## config.mk

```make
export PLATFORM = sky130hd
export DESIGN_NAME = mem_access_unit
export DESIGN_NICKNAME = d
export VERILOG_FILES = /design/src/rtl/mem_access_unit_pkg.sv /design/src/rtl/mem_access_unit_lane_align.sv /design/src/rtl/mem_access_unit.sv
export SDC_FILE = /design/constraint.sdc
export NUM_CORES = 1
export LEC_CHECK = 0
export CELL_PAD_IN_SITES_DETAIL_PLACEMENT = 0
export CELL_PAD_IN_SITES_GLOBAL_PLACEMENT = 1
export CORE_UTILIZATION = 30
export CTS_CLUSTER_SIZE = 20
export DETAILED_ROUTE_END_ITERATION = 7
export PLACE_DENSITY = 0.82
export SETUP_SLACK_MARGIN = 0.1
export SLEW_MARGIN = 0
export SYNTH_ARGS = -nofsm -noshare
export SYNTH_HDL_FRONTEND = slang
export SYNTH_SLANG_ARGS = --single-unit
export TNS_END_PERCENT = 5
```

## constraint.sdc

```tcl
create_clock -name clk -period 5.66 [get_ports clk]
set_clock_uncertainty 0.05 [all_clocks]
set_input_delay 0.849 -clock clk [delete_from_list [all_inputs] [get_ports clk]]
set_output_delay 0.849 -clock clk [all_outputs]
set_load 0.05 [all_outputs]
```

## src/rtl/mem_access_unit_pkg.sv

```systemverilog
// Shared types and helpers for the memory access stage.
//   MemType   - access type carried with each load/store
//   MauState  - memory stage controller states
//   memt_size / memt_signed / memt_wide - access type decoders
package mem_access_unit_pkg;

    typedef enum logic [3:0] {
        LoadByte,
        LoadHalf,
        LoadWord,
        ULoadByte,
        ULoadHalf,
        StoreByte,
        StoreHalf,
        StoreWord,
        LoadDouble,
        ULoadWord,
        StoreDouble
    } MemType;

    typedef enum logic [2:0] {
        IDLE,
        REQ0,
        RESP0,
        REQ1,
        RESP1,
        OUT
    } MauState;

    // Access size in bytes (1, 2, 4 or 8).
    function automatic logic [3:0] memt_size(input MemType t);
        case (t)
            LoadByte, ULoadByte, StoreByte: return 4'd1;
            LoadHalf, ULoadHalf, StoreHalf: return 4'd2;
            LoadWord, ULoadWord, StoreWord: return 4'd4;
            default:                        return 4'd8;
        endcase
    endfunction

    // Loads that sign-extend their result.
    function automatic logic memt_signed(input MemType t);
        case (t)
            LoadByte, LoadHalf, LoadWord, LoadDouble: return 1'b1;
            default:                                  return 1'b0;
        endcase
    endfunction

    // Types that only exist on a 64-bit datapath.
    function automatic logic memt_wide(input MemType t);
        case (t)
            LoadDouble, ULoadWord, StoreDouble: return 1'b1;
            default:                            return 1'b0;
        endcase
    endfunction

endpackage

```

## src/rtl/mem_access_unit_lane_align.sv

```systemverilog
// mem_lane_align: combinational byte-lane steering for the memory stage.
//   memt      - access type (size / signedness)
//   off       - byte offset of the access within a bus word
//   st_data   - register store data
//   st_lo/hi  - store data in lane position for beat0 / beat1
//   strb_lo/hi- byte enables for beat0 / beat1
//   beat0/1   - read data returned by the two bus beats
//   ld_data   - extracted, extended load result
module mem_lane_align
    import mem_access_unit_pkg::*;
#(
    parameter int unsigned XLEN      = 32,
    parameter int unsigned BUS_BYTES = 4,
    localparam int unsigned OFFW     = $clog2(BUS_BYTES),
    localparam int unsigned BW       = 8 * BUS_BYTES
) (
    input  MemType                 memt,
    input  logic [OFFW-1:0]        off,
    input  logic [XLEN-1:0]        st_data,
    output logic [BW-1:0]          st_lo,
    output logic [BW-1:0]          st_hi,
    output logic [BUS_BYTES-1:0]   strb_lo,
    output logic [BUS_BYTES-1:0]   strb_hi,
    input  logic [BW-1:0]          beat0,
    input  logic [BW-1:0]          beat1,
    output logic [XLEN-1:0]        ld_data
);

    logic [2*BW-1:0]        st_vec;
    logic [2*BW-1:0]        ld_vec;
    logic [2*BUS_BYTES-1:0] size_mask;
    logic [2*BUS_BYTES-1:0] strb_vec;
    logic [XLEN-1:0]        ld_raw;
    logic [3:0]             size;
    logic [6:0]             nbits;
    logic                   sgn;
    logic                   sign_bit;

    always_comb begin
        size   = memt_size(memt);
        sgn    = memt_signed(memt);
        nbits  = {size, 3'b000};

        // Two bus words side by side; the upper half is the second beat.
        st_vec = (2*BW)'(st_data) << {off, 3'b000};

        // For size == 2*BUS_BYTES the shift wraps to zero and the subtract
        // yields all ones, which is the intended full mask.
        size_mask = ((2*BUS_BYTES)'(1) << size) - (2*BUS_BYTES)'(1);
        strb_vec  = size_mask << off;

        ld_vec = {beat1, beat0} >> {off, 3'b000};
        ld_raw = ld_vec[XLEN-1:0];

        case (size)
            4'd1:    sign_bit = ld_raw[7];
            4'd2:    sign_bit = ld_raw[15];
            4'd4:    sign_bit = ld_raw[31];
            default: sign_bit = ld_raw[XLEN-1];
        endcase

        ld_data = '0;
        for (int i = 0; i < int'(XLEN); i++) begin
            ld_data[i] = (i < int'(nbits)) ? ld_raw[i] : (sgn & sign_bit);
        end
    end

    assign st_lo   = st_vec[BW-1:0];
    assign st_hi   = st_vec[2*BW-1:BW];
    assign strb_lo = strb_vec[BUS_BYTES-1:0];
    assign strb_hi = strb_vec[2*BUS_BYTES-1:BUS_BYTES];

endmodule

```

## src/rtl/mem_access_unit.sv

```systemverilog
// mem_access_unit: memory stage between execute and writeback.
// Takes one instruction over in_valid/in_ready, issues one or two bus beats
// for loads/stores (splitting bus-word crossings when enabled), and presents
// the writeback result over out_valid/out_ready.
//   in_*      - instruction from execute (memr/memw select load/store/none)
//   out_*     - writeback result, fault flag and captured PC
//   bus_req_* - bus request (word-aligned address, lane data, byte strobes)
//   bus_resp_*- one response or write acknowledge per request
module mem_access_unit
    import mem_access_unit_pkg::*;
#(
    parameter int unsigned XLEN             = 32,
    parameter int unsigned BUS_BYTES        = 4,
    parameter int unsigned SPLIT_MISALIGNED = 1
) (
    input  logic                   clk,
    input  logic                   rst,
    input  logic                   in_valid,
    output logic                   in_ready,
    input  logic                   in_memr,
    input  logic                   in_memw,
    input  MemType                 in_memt,
    input  logic [XLEN-1:0]        in_addr,
    input  logic [XLEN-1:0]        in_wdata,
    input  logic [XLEN-1:0]        in_result,
    input  logic                   in_wback,
    input  logic [4:0]             in_wreg,
    input  logic [XLEN-1:0]        in_pc,
    output logic                   out_valid,
    input  logic                   out_ready,
    output logic                   out_wback,
    output logic [4:0]             out_wreg,
    output logic [XLEN-1:0]        out_wdata,
    output logic                   out_fault,
    output logic [XLEN-1:0]        out_pc,
    output logic                   bus_req_valid,
    input  logic                   bus_req_ready,
    output logic                   bus_req_we,
    output logic [XLEN-1:0]        bus_req_addr,
    output logic [8*BUS_BYTES-1:0] bus_req_wdata,
    output logic [BUS_BYTES-1:0]   bus_req_wstrb,
    input  logic                   bus_resp_valid,
    input  logic [8*BUS_BYTES-1:0] bus_resp_rdata
);

    localparam int unsigned OFFW = $clog2(BUS_BYTES);
    localparam int unsigned BW   = 8 * BUS_BYTES;

    MauState state_q, state_d;

    logic            memr_q, memw_q, wback_q, split_q;
    MemType          memt_q;
    logic [XLEN-1:0] addr_q, st_data_q;
    logic [BW-1:0]   beat0_q;
    logic [XLEN-1:0] out_wdata_q, out_pc_q;
    logic [4:0]      out_wreg_q;
    logic            out_wback_q, out_fault_q;

    // Accept-time decode.
    logic            accept, in_memop, in_cross, in_illegal, in_fault;
    logic [4:0]      in_end;

    always_comb begin
        in_memop   = in_memr | in_memw;
        in_end     = 5'(in_addr[OFFW-1:0]) + 5'(memt_size(in_memt));
        in_cross   = in_end > 5'(BUS_BYTES);
        // Accesses spanning more than two bus words cannot be split either.
        in_illegal = ((XLEN == 32) && memt_wide(in_memt))
                   || (in_end > 5'(2 * BUS_BYTES))
                   || (in_cross && (SPLIT_MISALIGNED == 0));
        in_fault   = in_memop & in_illegal;
        accept     = in_valid & in_ready;
    end

    // Lane steering on the captured instruction.
    logic [BW-1:0]        st_lo, st_hi, beat0_in, beat1_in;
    logic [BUS_BYTES-1:0] strb_lo, strb_hi;
    logic [XLEN-1:0]      ld_data;

    // On the final beat, beat0 comes from the register (split) or the bus.
    assign beat0_in = (state_q == RESP1) ? beat0_q : bus_resp_rdata;
    assign beat1_in = (state_q == RESP1) ? bus_resp_rdata : '0;

    mem_lane_align #(
        .XLEN      (XLEN),
        .BUS_BYTES (BUS_BYTES)
    ) u_lane (
        .memt    (memt_q),
        .off     (addr_q[OFFW-1:0]),
        .st_data (st_data_q),
        .st_lo   (st_lo),
        .st_hi   (st_hi),
        .strb_lo (strb_lo),
        .strb_hi (strb_hi),
        .beat0   (beat0_in),
        .beat1   (beat1_in),
        .ld_data (ld_data)
    );

    // Controller state register.
    always_ff @(posedge clk or posedge rst) begin
        if (rst) begin
            state_q <= IDLE;
        end else begin
            state_q <= state_d;
        end
    end

    // Next state and bus request outputs.
    logic            beat_hi;
    logic [XLEN-1:0] word_addr;

    always_comb begin
        state_d       = state_q;
        bus_req_valid = 1'b0;
        case (state_q)
            IDLE: begin
                if (accept) begin
                    state_d = (!in_memop || in_fault) ? OUT : REQ0;
                end
            end
            REQ0: begin
                bus_req_valid = 1'b1;
                if (bus_req_ready) state_d = RESP0;
            end
            RESP0: begin
                if (bus_resp_valid) state_d = split_q ? REQ1 : OUT;
            end
            REQ1: begin
                bus_req_valid = 1'b1;
                if (bus_req_ready) state_d = RESP1;
            end
            RESP1: begin
                if (bus_resp_valid) state_d = OUT;
            end
            OUT: begin
                if (out_ready) state_d = IDLE;
            end
            default: state_d = IDLE;
        endcase

        beat_hi       = (state_q == REQ1);
        word_addr     = {addr_q[XLEN-1:OFFW], {OFFW{1'b0}}};
        bus_req_we    = bus_req_valid & memw_q;
        bus_req_addr  = '0;
        bus_req_wdata = '0;
        bus_req_wstrb = '0;
        if (bus_req_valid) begin
            bus_req_addr  = beat_hi ? (word_addr + XLEN'(BUS_BYTES)) : word_addr;
            bus_req_wdata = beat_hi ? st_hi : st_lo;
            bus_req_wstrb = beat_hi ? strb_hi : strb_lo;
        end
    end

    // Instruction capture and result formation.
    logic last_resp;
    assign last_resp = bus_resp_valid
                     && (((state_q == RESP0) && !split_q) || (state_q == RESP1));

    always_ff @(posedge clk or posedge rst) begin
        if (rst) begin
            memr_q      <= 1'b0;
            memw_q      <= 1'b0;
            memt_q      <= LoadByte;
            wback_q     <= 1'b0;
            split_q     <= 1'b0;
            addr_q      <= '0;
            st_data_q   <= '0;
            beat0_q     <= '0;
            out_wdata_q <= '0;
            out_pc_q    <= '0;
            out_wreg_q  <= '0;
            out_wback_q <= 1'b0;
            out_fault_q <= 1'b0;
        end else begin
            if (accept) begin
                memr_q      <= in_memr;
                memw_q      <= in_memw;
                memt_q      <= in_memt;
                wback_q     <= in_wback;
                split_q     <= in_cross;
                addr_q      <= in_addr;
                st_data_q   <= in_wdata;
                out_pc_q    <= in_pc;
                out_wreg_q  <= in_wreg;
                out_fault_q <= in_fault;
                out_wback_q <= in_memop ? 1'b0 : in_wback;
                out_wdata_q <= in_memop ? '0 : in_result;
            end
            if ((state_q == RESP0) && bus_resp_valid) begin
                beat0_q <= bus_resp_rdata;
            end
            if (last_resp) begin
                out_wback_q <= memr_q & wback_q;
                out_wdata_q <= memr_q ? ld_data : '0;
            end
        end
    end

    assign in_ready  = (state_q == IDLE);
    assign out_valid = (state_q == OUT);
    assign out_wback = out_wback_q;
    assign out_wreg  = out_wreg_q;
    assign out_wdata = out_wdata_q;
    assign out_fault = out_fault_q;
    assign out_pc    = out_pc_q;

endmodule

```

* Word level (Yosys, flattened, before mapping)
Memories as Yosys holds them, arrays and structs flattened. Cells that the tools add are included.
Operators by class: add/sub/neg operators 3, $lt $le $gt $ge 34, eq/ne operators 19, shift operators 4, mux-type cells 60, bitwise operators 6, reduce and logical (&&, ||, !) cells 15
Operator list (count):
- $mux 32 | 10
- $lt 5x7->1 const A | 16
- $shl 32x5->64 | 1
- $shr 64x5->32 | 1
- $lt 4x7->1 const A | 8
- $mux 1 | 38
- $add 32x3->32 const B | 1
- $lt 3x7->1 const A | 4
- $mux 3 | 8
- $pmux 3 s6 | 1
- $eq 4x4->1 const B | 4
- $lt 1x7->1 const A | 2
- $lt 2x7->1 const A | 2
- $eq 4x1->1 const B | 2
- $eq 4x2->1 const B | 2
- $mux 4 | 2
- $ne 2x2->1 const B | 4
- $shl 1x4->8 const A | 1
- $shl 8x2->8 | 1
- $sub 8x2->8 const B | 1
- $eq 3x2->1 const B | 2
- $eq 3x3->1 const B | 2
- $reduce_and 6->1 | 1
- $add 2x4->5 | 1
- 16 further kinds | 26
Word-level totals: register bits 178, ROM bits 128, input port bits 178, output and inout port bits 143, word-level logic and storage cells 157, memories kept 2
Memory list:
- (no name shown) | depth 16, width 4, read ports 1, clocked after Yosys merged registers in 0, wr ports 0, line mem_access_unit_pkg.sv:32 | case (t)
- (no name shown) | depth 16, width 4, read ports 1, clocked after Yosys merged registers in 0, wr ports 0, line mem_access_unit_pkg.sv:32

* Logic depth before layout (Yosys ltp)
depth after elaboration 9, depth in mapped cells 12, depth with buffers taken out 11

* By module
A second synthesis with hierarchy kept.
Unflattened totals: cells, all modules 1397, area, all modules 11738.8 um^2
By module, submodules not included:
- mem_access_unit | instances 1, cells an instance 1023, area each 9202.6 um^2, sequential area each 4454.3 um^2
- mem_lane_align | instances 1, cells an instance 374, area each 2536.2 um^2, sequential area each 0.0 um^2

* Worst setup path after synthesis
No wires, ideal clock.
path kind register to output, start point reg memt_q[0], end point out bus_req_wstrb[3], data arrival time 3.929 ns, data required time 4.761 ns, slack 0.832 ns, stages on the path, launching flop included 12, buffers on the path 2, cell sequence dfrtp_1 -> inv_1 -> ha_1 -> or3_1 -> a2111o_1 -> buf_2 -> ha_1 -> clkbuf_1 -> a2111oi_0 -> a41oi_1 -> or3_1 -> a221oi_1
On the way: cells in the longest elaborated chain, start to end 6
RTL lines:
- from (decl) | line mem_access_unit.sv:52 | MemType memt_q;
- from (signal assigned) | line mem_access_unit.sv:164 | memt_q <= LoadByte;
- from (signal assigned) | line mem_access_unit.sv:179 | memt_q <= in_memt;
- $mem_v2 16x4
- $shl 1x4->8 | line mem_access_unit_lane_align.sv:49 | size_mask = ((2*BUS_BYTES)'(1) << size) - (2*BUS_BYTES)'(1);
- $sub 8x2->8 | line mem_access_unit_lane_align.sv:49
- $shl 8x2->8 | line mem_access_unit_lane_align.sv:50 | strb_vec = size_mask << off;
- $mux 4 | line mem_access_unit.sv:151 | bus_req_wstrb = beat_hi ? strb_hi : strb_lo;
- $mux 4 | line mem_access_unit.sv:148 | if (bus_req_valid) begin
- to (decl) | line mem_access_unit.sv:41 | output logic [BUS_BYTES-1:0] bus_req_wstrb,
Every way passes these cells.

* Final worst setup path
start point reg memt_q[0], end point out bus_req_wstrb[2]
The elaborated chain is that of the path after synthesis.

==> flow_summary.html <==
<table>
<tr><th>Metric</th><th>Value</th></tr>
<tr><th colspan="2">Synth</th></tr>
<tr><td>Post-Synth XOR/XNOR Area</td><td>2.253%</td></tr>
<tr><td>Number of instances in the synthesized netlist</td><td>between 1,000 and 1,500</td></tr>
<tr><td>Most numerous cell in the Yosys netlist</td><td>nand2_1</td></tr>
<tr><td>Post-synthesis compound-gate area fraction</td><td>15.98%</td></tr>
<tr><td>Main area contributors after synthesis</td><td>dfrtp_1 (38%), nand2_1 (11%), mux2_2 (4.6%)</td></tr>
<tr><td>Primary flip-flop cell chosen by synthesis mapping</td><td>dfrtp_1</td></tr>
<tr><td>Cell variety after synth</td><td>82</td></tr>
<tr><td>Proportion of synthesized chip area in sequential cells</td><td>38.19%</td></tr>
<tr><td>Mux contribution to synthesized area</td><td>13.67%</td></tr>
<tr><td>Number of enable-type register cells in the synthesized netlist</td><td>0</td></tr>
<tr><td>Async set-reset flop share out of synthesis</td><td>100.0%</td></tr>
<tr><td>Dominant combinational cell family by area after synthesis</td><td>simple AND/OR/NAND/NOR gates</td></tr>
<tr><td>Post-synthesis adder-cell area fraction</td><td>between 1 and 1.5%</td></tr>
<tr><td>Mapped Area</td><td>roughly 0.012 mm2</td></tr>
<tr><td>Area share of and/or/nand/nor cells after synthesis</td><td>23.57%</td></tr>
<tr><td>Fraction of post-synthesis cell area in the top cell type by area</td><td>38.19%</td></tr>
<tr><td>Commonest cells post-synth</td><td>nand2_1 (338), dfrtp_1 (178), nor2_1 (110), clkbuf_1 (78), mux2i_1 (52)</td></tr>
<tr><td>Post-synthesis sequential element count</td><td>178</td></tr>
<tr><td>Number of synthesis warnings</td><td>0</td></tr>
<tr><td>Per-instance average area after synthesis</td><td>8.633 um2</td></tr>
<tr><td>Library cell occupying the most area in the post-synthesis netlist</td><td>dfrtp_1</td></tr>
<tr><th colspan="2">Clocking</th></tr>
<tr><td>Clock tree from TritonCTS</td><td>built</td></tr>
<tr><td>Clock slew at reported path FFs</td><td>roughly 0.070 ns</td></tr>
<tr><td>Number of clock buffers inserted by TritonCTS</td><td>17</td></tr>
<tr><td>Level count of the clock H-tree</td><td>4</td></tr>
<tr><td># clock sinks</td><td>178</td></tr>
<tr><td>Clock tree buffer depth</td><td>2</td></tr>
<tr><td>Skew-Pair Late Insertion Delay</td><td>0.46 ns</td></tr>
<tr><td>Cell at the root of the clock tree</td><td>clkbuf_16</td></tr>
<tr><td>Postcts setup bufs</td><td>0</td></tr>
<tr><th colspan="2">Global route</th></tr>
<tr><td>Largest net degree at the start of global routing</td><td>79</td></tr>
<tr><td>Global-route usage over all layers</td><td>20.79%</td></tr>
<tr><td>Total congestion overflow</td><td>0</td></tr>
<tr><td>Initial antenna violation count</td><td>2</td></tr>
<tr><td>Vias in the first global route</td><td>11,010</td></tr>
<tr><td>Wire length of the first global-routing pass</td><td>~63,000 um</td></tr>
<tr><th colspan="2">Final layout</th></tr>
<tr><td>Final cell area excluding filler cells</td><td>0.01578 mm2</td></tr>
<tr><td>Post-layout net count</td><td>about 1,800</td></tr>
<tr><td>Post-Layout Cell Count</td><td>2,119</td></tr>
<tr><td>Relative area change from synthesis to final layout</td><td>35.31%</td></tr>
<tr><td>Fraction of layout instances using a drive strength above 1</td><td>under 10%</td></tr>
<tr><th colspan="2">Power and ir drop</th></tr>
<tr><td>Logic gate share of total power</td><td>60.8%</td></tr>
<tr><td>Peak supply drop</td><td>0.3448 mV</td></tr>
<tr><td>Sequential Power Share</td><td>26.0%</td></tr>
<tr><td>Power dissipated by switching net loads</td><td>4.715 mW</td></tr>
<tr><td>Clock power share</td><td>13.2%</td></tr>
<tr><td>Post-layout total power</td><td>roughly 9 mW</td></tr>
<tr><td>Share of total power consumed by net switching</td><td>approximately half</td></tr>
<tr><td>Ratio of total power to cell area</td><td>587.4 mW/mm2</td></tr>
<tr><td>Internal power</td><td>~4.6 mW</td></tr>
<tr><td>Leakage power</td><td>6.576 nW</td></tr>
<tr><th colspan="2">Timing</th></tr>
<tr><td>Peak clock frequency supported by timing</td><td>about 190 MHz</td></tr>
<tr><td>Final worst path period share</td><td>between 90 and 100%</td></tr>
<tr><td>Setup repair after global routing missed its margin</td><td>false</td></tr>
<tr><td>Worst setup margin</td><td>about 0.37 ns</td></tr>
<tr><td>Setup TNS after final layout</td><td>0 ns</td></tr>
<tr><td>Relative slew slack</td><td>between 30% and 40%</td></tr>
<tr><td>Max-slew violations</td><td>0</td></tr>
<tr><td>Hold Fails Final Rpt</td><td>0</td></tr>
<tr><td>Shortest clock period the worst path allows after layout</td><td>roughly 5.3 ns</td></tr>
<tr><td>Setup-failing EPs final</td><td>0</td></tr>
<tr><td>Measured slew at the worst slew-check pin</td><td>0.9252 ns</td></tr>
<tr><th colspan="2">Place</th></tr>
<tr><td>Number of I/O port buffers</td><td>318</td></tr>
<tr><td>Number of placed instances, taps included</td><td>2,088</td></tr>
<tr><td>Post-placement setup slack</td><td>approximately 0.53 ns</td></tr>
<tr><td>Post-detail-place hpwl</td><td>29,310 um</td></tr>
<tr><td>Routability Congestion</td><td>around 0.85</td></tr>
<tr><td>Total cell area at the placement stage</td><td>approximately 0.015 mm2</td></tr>
<tr><th colspan="2">Setup path</th></tr>
<tr><td>Most repeated library cell on the critical path</td><td>ha_1</td></tr>
<tr><td>Crit path DAT</td><td>4.39 ns</td></tr>
<tr><td>Cell depth of the worst flop-to-flop path</td><td>7</td></tr>
<tr><td>Critical Path RT</td><td>about 4.8 ns</td></tr>
<tr><td>CP startpoint kind</td><td>flop</td></tr>
<tr><td>Category of the most critical setup path</td><td>reg -&gt; out</td></tr>
<tr><td>Slowest cell on the critical path</td><td>clkdlybuf4s50_1</td></tr>
<tr><td>Reg-to-Reg End</td><td>out_wdata[12]</td></tr>
<tr><td>CP Cell Sequence</td><td>ha_1 -&gt; or3_1 -&gt; a2111o_1 -&gt; ha_1 -&gt; a2111oi_0 -&gt; a41oi_1 -&gt; o221ai_1 -&gt; o311a_1 -&gt; clkdlybuf4s50_1</td></tr>
<tr><td>Reg-to-reg slack, setup</td><td>2.30 ns</td></tr>
<tr><td>Largest stage delay on the critical path</td><td>0.82 ns</td></tr>
<tr><td>Maximum fanout along the worst path</td><td>13</td></tr>
<tr><td>Reg-to-Reg Start</td><td>addr_q[0]</td></tr>
<tr><td>Critical Path End Type</td><td>output port</td></tr>
<tr><th colspan="2">Floorplanning</th></tr>
<tr><td>Die X-Extent</td><td>199.2 um</td></tr>
<tr><td>I/O pins</td><td>~320</td></tr>
<tr><td>Area of the core</td><td>about 0.038 mm2</td></tr>
<tr><td>Initial standard-cell utilization of the core</td><td>30.75%</td></tr>
<tr><td>Vert. Die Dim</td><td>199.2 um</td></tr>
<tr><td>Area of the die</td><td>between 0.03 and 0.04 mm2</td></tr>
<tr><td># rows</td><td>71</td></tr>
<tr><th colspan="2">Hold path</th></tr>
<tr><td>Worst hold path startpoint</td><td>memw_q</td></tr>
<tr><td>Sink of the worst hold path</td><td>memw_q</td></tr>
<tr><td>Type of the most critical hold path</td><td>reg -&gt; reg</td></tr>
<tr><td>Worst Hold Path Cells</td><td>2</td></tr>
<tr><th colspan="2">Route</th></tr>
<tr><td>Remaining number of nets flagged by the antenna check after routing</td><td>0</td></tr>
<tr><td>Number of design-rule violations left by the first detailed-router iteration</td><td>~820</td></tr>
<tr><td>Routed WL</td><td>40,910 um</td></tr>
<tr><td>Wire length per cell</td><td>19.31 um</td></tr>
<tr><td>Detail-routed via count per cell</td><td>approximately 5.2</td></tr>
<tr><td>DR pass1 iterations</td><td>5</td></tr>
<tr><td>Total via count after detailed routing</td><td>11,080</td></tr>
<tr><td>Remaining routing DRC violations</td><td>0</td></tr>
<tr><th colspan="2">Run</th></tr>
<tr><td>Max-cap violations</td><td>0</td></tr>
<tr><th colspan="2">Status</th></tr>
<tr><td>Status</td><td>completed</td></tr>
</table>
placed cells by master, fill, tap and decap left out, types with 7 or more instances in the layout:
cell             synthesis  final
a211oi_1                16     16
a21oi_1                 50     50
a221o_1                 10     10
a22o_1                   7      7
a22oi_1                  8      8
a2bb2oi_1                8      8
a31oi_1                 22     22
and2_1                  10     10
and3_1                  23     23
and4_1                   8      8
buf_4                    4     25
clkbuf_16                0     17
clkdlybuf4s50_1          0    314
dfrtp_1                178    176
ha_1                    12     12
inv_1                   17     16
mux2_2                  48     48
mux2i_1                 52     52
mux4_2                  23     23
nand2_1                338    338
nand3_1                 27     27
nand4_1                  8      8
nor2_1                 110    110
nor2b_1                 12     12
nor3_1                  17     17
nor3b_1                 16     16
o2111ai_1                7      7
o211ai_1                 8      8
o21a_1                   8      8
o21ai_0                 37     37
o22a_1                   7      7
o31ai_1                 10     10
o32ai_1                 16     16
xnor2_1                 17     17
xor2_1                  13     13
registers in the layout, summed over array words and instances (netlist names), 3 cells and up:
signal     count
memt_q         4
st_data_q     32
beat0_q       32
out_wdata     32
out_pc        32
out_wreg       5
state_q        3
addr_q        32
area by class of cell:
cell class                      instances  area [um2]
Clock inverter                         13       148.9
Inverter                               18       71.32
Antenna cell                            1       2.502
Fill cell                            3782       22150
Timing Repair Buffer                  341        3356
Tap cell                              511       639.4
Sequential cell                       178        4459
Multi-Input combinational cell       1040        6680
Clock buffer                           17       425.4
how the worst max path moves through the flow:
| stage | start | to |
|---|---|---|
| after detailed placement | memt_q[0] | bus_req_wstrb[3] |
| final | memt_q[0] | bus_req_wstrb[2] |
| after CTS | memt_q[0] | bus_req_wstrb[3] |
| after global routing | memt_q[0] | bus_req_wstrb[2] |
| after global placement | memt_q[0] | bus_req_wstrb[3] |
| after floorplan | memt_q[0] | bus_req_wstrb[3] |
layer usage:
metal	track usage [%]	part of all wire, %
met4	6.268	1.8
met3	5.131	6.9
met1	27.20	44
met2	33.66	47
met5	0	0.029
power groups by stage:
stage | clock, mW | sequential [mW] | combinational, mW
6_report | 1.22 | 2.41 | 5.64
5_1_grt | 1.30 | 2.50 | 6.07
4_1_cts | 1.25 | 2.41 | 5.66
3_5_place_dp | 0 | 2.43 | 5.63
3_3_place_gp | 0 | 2.40 | 5.58
2_1_floorplan | 0 | 2.80 | 3.49
what timing repair did:
item	in CTS	in global routing
setup endpoints to repair	1	1
resized for setup	1	3
hold buffers	0	0
endpoints found under the hold margin	0	0
worst max-delay path, delay by kind of cell (launching register included):
family | cells | cell delay (ns)
AOI/OAI and AO/OA | 5 | 1.46
buffers and inverters | 1 | 0.82
and+or+nand+nor | 1 | 0.44
adders and majority gates | 2 | 0.73
DFF | 1 | 0.47
cell families (layout without fill, tap and decap cells):
logic type / after synthesis / in the layout
AO/OA/AOI/OAI: 260 / 260
XOR/XNOR: 30 / 30
adder cells (fa/ha/maj): 13 / 13
buffers and inverters: 134 / 389
flip-flops: 178 / 178
multiplexers: 124 / 124
other: 1 / 3
AND/OR/NAND/NOR: 611 / 611
through the flow:
step | util (%) | hold slack (ns)
2_1_floorplan | - | 0.3880
3_5_place_dp | 40.10 | 0.4069
6_report | 41.61 | 0.4193
4_1_cts | 41.61 | 0.4240
5_1_grt | 41.61 | 0.4375
3_3_place_gp | 40.10 | 0.4016
Power figures use the tool's default switching activity.
